## src/rtl/pipe_pkg.sv

```systemverilog
// rtl/pipe_pkg.sv - shared pipeline widths, NOP/HALT encodings and IF/ID control type
package pipe_pkg;
   localparam int          ADDR_W      = 16;
   localparam int          INSTR_W     = 16;
   localparam logic [15:0] NOP_INSTR   = 16'h0000;
   localparam logic [3:0]  HALT_OPCODE = 4'hF;

   typedef enum logic [1:0] {
      IFID_LOAD  = 2'd0,
      IFID_HOLD  = 2'd1,
      IFID_FLUSH = 2'd2
   } ifid_ctrl_e;
endpackage

```

## src/rtl/if_id_register.sv

```systemverilog
// rtl/if_id_register.sv - IF/ID pipeline register with load/hold/flush and async reset
module if_id_register
   import pipe_pkg::*;
#(
   parameter int ADDR_W  = pipe_pkg::ADDR_W,
   parameter int INSTR_W = pipe_pkg::INSTR_W
)(
   input  logic               clk,
   input  logic               rst,
   input  ifid_ctrl_e         ctrl,
   input  logic [INSTR_W-1:0] instr_d,
   input  logic [ADDR_W-1:0]  pc_d,
   input  logic [ADDR_W-1:0]  pc_plus1_d,
   output logic [INSTR_W-1:0] ifid_instr,
   output logic [ADDR_W-1:0]  ifid_pc,
   output logic [ADDR_W-1:0]  ifid_pc_plus1,
   output logic               ifid_valid
);
   // A flush only kills the instruction; the pc fields keep their last values.
   always_ff @(posedge clk or posedge rst) begin
      if (rst) begin
         ifid_instr    <= INSTR_W'(NOP_INSTR);
         ifid_pc       <= '0;
         ifid_pc_plus1 <= '0;
         ifid_valid    <= 1'b0;
      end else begin
         case (ctrl)
            IFID_LOAD: begin
               ifid_instr    <= instr_d;
               ifid_pc       <= pc_d;
               ifid_pc_plus1 <= pc_plus1_d;
               ifid_valid    <= 1'b1;
            end
            IFID_FLUSH: begin
               ifid_instr <= INSTR_W'(NOP_INSTR);
               ifid_valid <= 1'b0;
            end
            default: ;
         endcase
      end
   end
endmodule

```

## src/rtl/instruction_fetch_unit.sv

```systemverilog
// rtl/instruction_fetch_unit.sv - IF stage: PC, next-PC priority, fetch counter; optional halt via IFETCH_HALT_EN
module instruction_fetch_unit
   import pipe_pkg::*;
#(
   parameter int                ADDR_W   = pipe_pkg::ADDR_W,
   parameter int                INSTR_W  = pipe_pkg::INSTR_W,
   parameter logic [ADDR_W-1:0] RESET_PC = '0
)(
   input  logic               clk,
   input  logic               rst,
   output logic [ADDR_W-1:0]  imem_addr,
   input  logic [INSTR_W-1:0] imem_data,
   input  logic               stall,
   input  logic               redirect,
   input  logic [ADDR_W-1:0]  redirect_pc,
   output logic [INSTR_W-1:0] ifid_instr,
   output logic [ADDR_W-1:0]  ifid_pc,
   output logic [ADDR_W-1:0]  ifid_pc_plus1,
   output logic               ifid_valid,
`ifdef IFETCH_HALT_EN
   output logic               halted,
`endif
   output logic [15:0]        fetch_count
);
   logic [ADDR_W-1:0] pc;
   logic [ADDR_W-1:0] pc_plus1;
   logic [ADDR_W-1:0] pc_next;
   logic              count_inc;
   logic              halt_q;
   logic              halt_next;
   ifid_ctrl_e        ctrl;

   assign imem_addr = pc;
   assign pc_plus1  = pc + ADDR_W'(1);

   // Priority: redirect, then stall, then halted bubble, then normal fetch.
   always_comb begin
      ctrl      = IFID_LOAD;
      pc_next   = pc_plus1;
      count_inc = 1'b1;
      halt_next = halt_q;
      if (redirect) begin
         ctrl      = IFID_FLUSH;
         pc_next   = redirect_pc;
         count_inc = 1'b0;
         halt_next = 1'b0;
      end else if (stall) begin
         ctrl      = IFID_HOLD;
         pc_next   = pc;
         count_inc = 1'b0;
      end else if (halt_q) begin
         ctrl      = IFID_FLUSH;
         pc_next   = pc;
         count_inc = 1'b0;
      end else begin
`ifdef IFETCH_HALT_EN
         halt_next = (imem_data[INSTR_W-1 -: 4] == HALT_OPCODE);
`endif
      end
   end

   always_ff @(posedge clk or posedge rst) begin
      if (rst) begin
         pc          <= RESET_PC;
         fetch_count <= '0;
      end else begin
         pc <= pc_next;
         if (count_inc && fetch_count != 16'hFFFF)
            fetch_count <= fetch_count + 16'd1;
      end
   end

`ifdef IFETCH_HALT_EN
   always_ff @(posedge clk or posedge rst) begin
      if (rst) halt_q <= 1'b0;
      else     halt_q <= halt_next;
   end
   assign halted = halt_q;
`else
   assign halt_q = 1'b0;
`endif

   if_id_register #(.ADDR_W(ADDR_W), .INSTR_W(INSTR_W)) u_ifid (
      .clk           (clk),
      .rst           (rst),
      .ctrl          (ctrl),
      .instr_d       (imem_data),
      .pc_d          (pc),
      .pc_plus1_d    (pc_plus1),
      .ifid_instr    (ifid_instr),
      .ifid_pc       (ifid_pc),
      .ifid_pc_plus1 (ifid_pc_plus1),
      .ifid_valid    (ifid_valid)
   );
endmodule

```

## config.mk

```make
export PLATFORM = sky130hd
export DESIGN_NAME = instruction_fetch_unit
export DESIGN_NICKNAME = d
export VERILOG_FILES = /design/src/rtl/pipe_pkg.sv /design/src/rtl/if_id_register.sv /design/src/rtl/instruction_fetch_unit.sv
export SDC_FILE = /design/constraint.sdc
export NUM_CORES = 1
export LEC_CHECK = 0
export BUFFER_PORTS_ARGS = -buffer_cell sky130_fd_sc_hd__buf_2
export CAP_MARGIN = 5
export CELL_PAD_IN_SITES_DETAIL_PLACEMENT = 1
export CELL_PAD_IN_SITES_GLOBAL_PLACEMENT = 2
export CORE_MARGIN = 2
export CORE_UTILIZATION = 29
export CTS_CLUSTER_SIZE = 12
export DETAILED_ROUTE_END_ITERATION = 10
export PLACE_DENSITY_LB_ADDON = 0.1
export SLEW_MARGIN = 10
export SYNTH_ARGS = -nofsm -noshare
export SYNTH_HDL_FRONTEND = slang
export SYNTH_HIERARCHICAL = 1
export SYNTH_SLANG_ARGS = --single-unit
```

## constraint.sdc

```tcl
create_clock -name clk -period 1.81 [get_ports clk]
set_input_delay 0.181 -clock clk [delete_from_list [all_inputs] [get_ports clk]]
set_output_delay 0.181 -clock clk [all_outputs]
set_load 0.03 [all_outputs]
```

==> metrics.md <==
| Metric | Value |
|---|---|
| Result of the run | completed |
| Most common flop cell mapped by yosys | dfrtp_1 |
| Worst path slowest cell | dfrtp_2 |
| Cells after synthesis | 315 |
| Post-synth EDFFs | 0 |
| WP data required | 2030 ps |
| Pwr Density | 1170 nW/um^2 |
| Mux cell area share after synthesis | 11.3% |
| Initial antenna violation count | 0 |
| Leak | 2.42 nW |
| Peak Freq | 584 MHz |
| TNS Setup | 0 ps |
| Port Buf Inserts | 116 |
| First-pass GRT wire length | 16,800 um |
| Root buf cell | clkbuf_16 |
| Htree depth | 3 |
| Slew of the pin with the lowest slew margin | 463 ps |
| GPL Wtd Cong | 0.747 |
| TritonCTS clock tree | done |
| XOR/XNOR Fraction of Synth Area | 8.97% |
| Peak supply drop | 0.358 mV |
| Max-Cap Viols | 0 |
| Share of cells above drive strength 1 | 50.9% |
| Final layout net count | 497 |
| Routed WL per cell | 15.9 um |
| CTS clk-pin slew, worst paths | 60 ps |
| Ys Warns | 6 |
| Horiz. Die Dim | 118 um |
| Clk_skew | 6.96 ps |
| Core ar. | 12,700 um^2 |
| IO Pins | 117 |
| Drt initial violations | 66 |
| Post-synth top area share | 53.4% |
| Vias in the first global route | 3,152 |
| Fin crit share | 94.7% |
| Post-synthesis compound-gate area fraction | 7.45% |
| Critical path class | reg -> reg |
| Crit path time final | 1710 ps |
| Hold Path Class | in -> reg |
| Critical Path AT | 1940 ps |
| Detailed-route via count | 2,957 |
| FF+latch count, synth | 81 |
| Clk sinks | 81 |
| # DRC | 0 |
| Startpoint types | flop |
| CP max FO | 4 |
| Post-synthesis adder-cell area fraction | 0.659% |
| Final setup viols | 0 |
| Largest stage delay, worst path | 400 ps |
| Syn_area_per_cell | 12.1 um^2 |
| Post-route ant nets | 0 |
| Area leader, netlist | dfrtp_1 |
| DP HPWL | 7270 um |
| Number of diodes | 0 |
| Largest family of logic cells by synthesized area | simple AND/OR/NAND/NOR gates |
| Worst path bufs/invs | 1 |
| Clk_lat worst skew | 340 ps |
| Slew Limit Fails | 0 |
| WL final | 10,100 um |
| Cell family with most CP delay | simple AND/OR/NAND/NOR gates |
| DIE AREA | 14,000 um^2 |
| Relative slew slack | 69.1% |
| Crit-path cells | ha_1 > buf_4 > nand4_4 > nor4_4 > nor3_2 > mux2_4 |
| CP Capture Type | flop |
| Share of the yosys chip area belonging to registers | 53.4% |
| DR vias/cell | 4.65 |
| Num CTS Buffers | 9 |
| Synth area leaders | dfrtp_1 53%, mux2_2 9.5%, xnor2_1 5.1% |
| GRT Util Overall | 15.3% |
| Grt total ovfl | 0 |
| Drt first pass iters | 4 |
| Syn Nets | 353 |
| Largest net degree at the start of global routing | 39 |
| Post-Syn Area | 3800 um^2 |
| Starting Density | 29.8% |
| Layout area overhead | 36.2% |
| Final hold violations | 0 |
| Die Ht | 118 um |
| Cell Rows | 41 |
| Simple-gate share of the synthesized area | 14.2% |
| Ys async rst share | 100% |
| Worst-case clock buffer depth | 2 |
| Synth unique cells | 43 |
| Filler Cell Count | 1,459 |
| WHS | 48.9 ps |
[report_power, final]
part	total [W]	switching [W]	internal [W]	leakage, nW
clock network	0.00198	0.000764	0.00122	0.149
logic	0.00169	0.00105	0.000637	1.29
registers	0.00237	0.000265	0.00210	0.988
[final timing paths]
kind | from | endpoint | slack, ps | cells past startpoint
worst max-delay path | fetch_count[1] | fetch_count[1] | 100 | 6
worst min-delay path | redirect_pc[3] | imem_addr[3] | 50 | 3
worst max register to register | fetch_count[1] | fetch_count[1] | 100 | 6
worst min register to register | u_ifid/ifid_valid | u_ifid/ifid_valid | 480 | 1
max in group asynchronous | rst | u_ifid/ifid_pc_plus1[8] | 880 | 4
min in group asynchronous | rst | u_ifid/ifid_instr[7] | 400 | 3
[tightest hold or removal path: cells and delay by family]
family                 cells  cell delay, ps
buffers and inverters      1              70
AOI/OAI and AO/OA          1              60
and+or+nand+nor            1              40
[sequential cells by signal, indices dropped and copies added, names as in the netlist]
name / count
u_ifid/ifid_valid: 1
imem_addr: 16
fetch_count: 16
u_ifid/ifid_pc: 16
u_ifid/ifid_instr: 16
u_ifid/ifid_pc_plus1: 16
[synth_stat cells (2+ instances only)]
library cell	instances
nor3_1	11
o21ai_1	3
nor2_2	2
inv_1	9
buf_6	6
a22o_1	16
xnor2_1	22
o21ai_0	14
ha_1	2
nor4_1	10
nand4_1	7
xor2_1	15
nor2_1	9
nand3_2	2
nor2b_1	2
mux2_1	4
dfrtp_1	81
mux2_2	32
clkbuf_1	12
nand3_1	7
nand2_1	26
o21a_1	2
[cells by family after synthesis]
kind of cell	Yosys count
DFF	81
xor gates and xnor gates	38
muxes	38
and+or+nand+nor	89
AOI/OAI and AO/OA	39
adders and majority gates	2
buffers and inverters	28
[metal layers]
layer  track usage, %  routed length, um
met4             6.70                199
met5                0                  0
met1             19.2               4620
met2             25.5               4900
met3             3.09                401
[repair_timing]
item	in CTS	in global routing
hold buffers	1	0
endpoints found under the hold margin	46	0
setup buffers	0	5
gates resized for setup	0	3
endpoints found under the setup margin	0	5
[area by class of cell]
type                    count  area, um^2  share of cell area, %
flip-flops and latches     81        2050                   39.6
inverters                   9        33.8                  0.653
multi-input cells         206        1680                   32.4
clock inverters             6        92.6                   1.79
well taps                 172         215                   4.16
repair buffers            152         878                   17.0
clock buffers              10         229                   4.43
[per-stage QoR]
| step | utilization, % | setup slack, ps | cells | instance area, um^2 | total power [W] |
|---|---|---|---|---|---|
| global route | 40.6 | -13.5 | 636 | 5170 | 0.00635 |
| finish | 40.6 | 96.5 | 636 | 5170 | 0.00603 |
| floorplan | - | -8.16 | 315 | 3870 | 0.00348 |
| global placement | 37.6 | 57.7 | 614 | 4790 | 0.00405 |
| detailed placement | 37.6 | 54.8 | 614 | 4790 | 0.00407 |
| CTS | 40.3 | 40.9 | 631 | 5120 | 0.00611 |
[placed cells by master, fill, tap and decap left out, types with 8 or more instances in the layout]
| cell type | count |
|---|---|
| nor3_1 | 9 |
| nor4_1 | 9 |
| xor2_1 | 15 |
| buf_2 | 116 |
| inv_1 | 8 |
| dfrtp_2 | 15 |
| mux2_2 | 32 |
| clkbuf_16 | 9 |
| buf_4 | 33 |
| a22o_1 | 16 |
| dfrtp_1 | 66 |
| o21ai_0 | 14 |
| xnor2_1 | 22 |
| nand2_1 | 26 |
No activity file was read; power rests on OpenSTA's default activity.
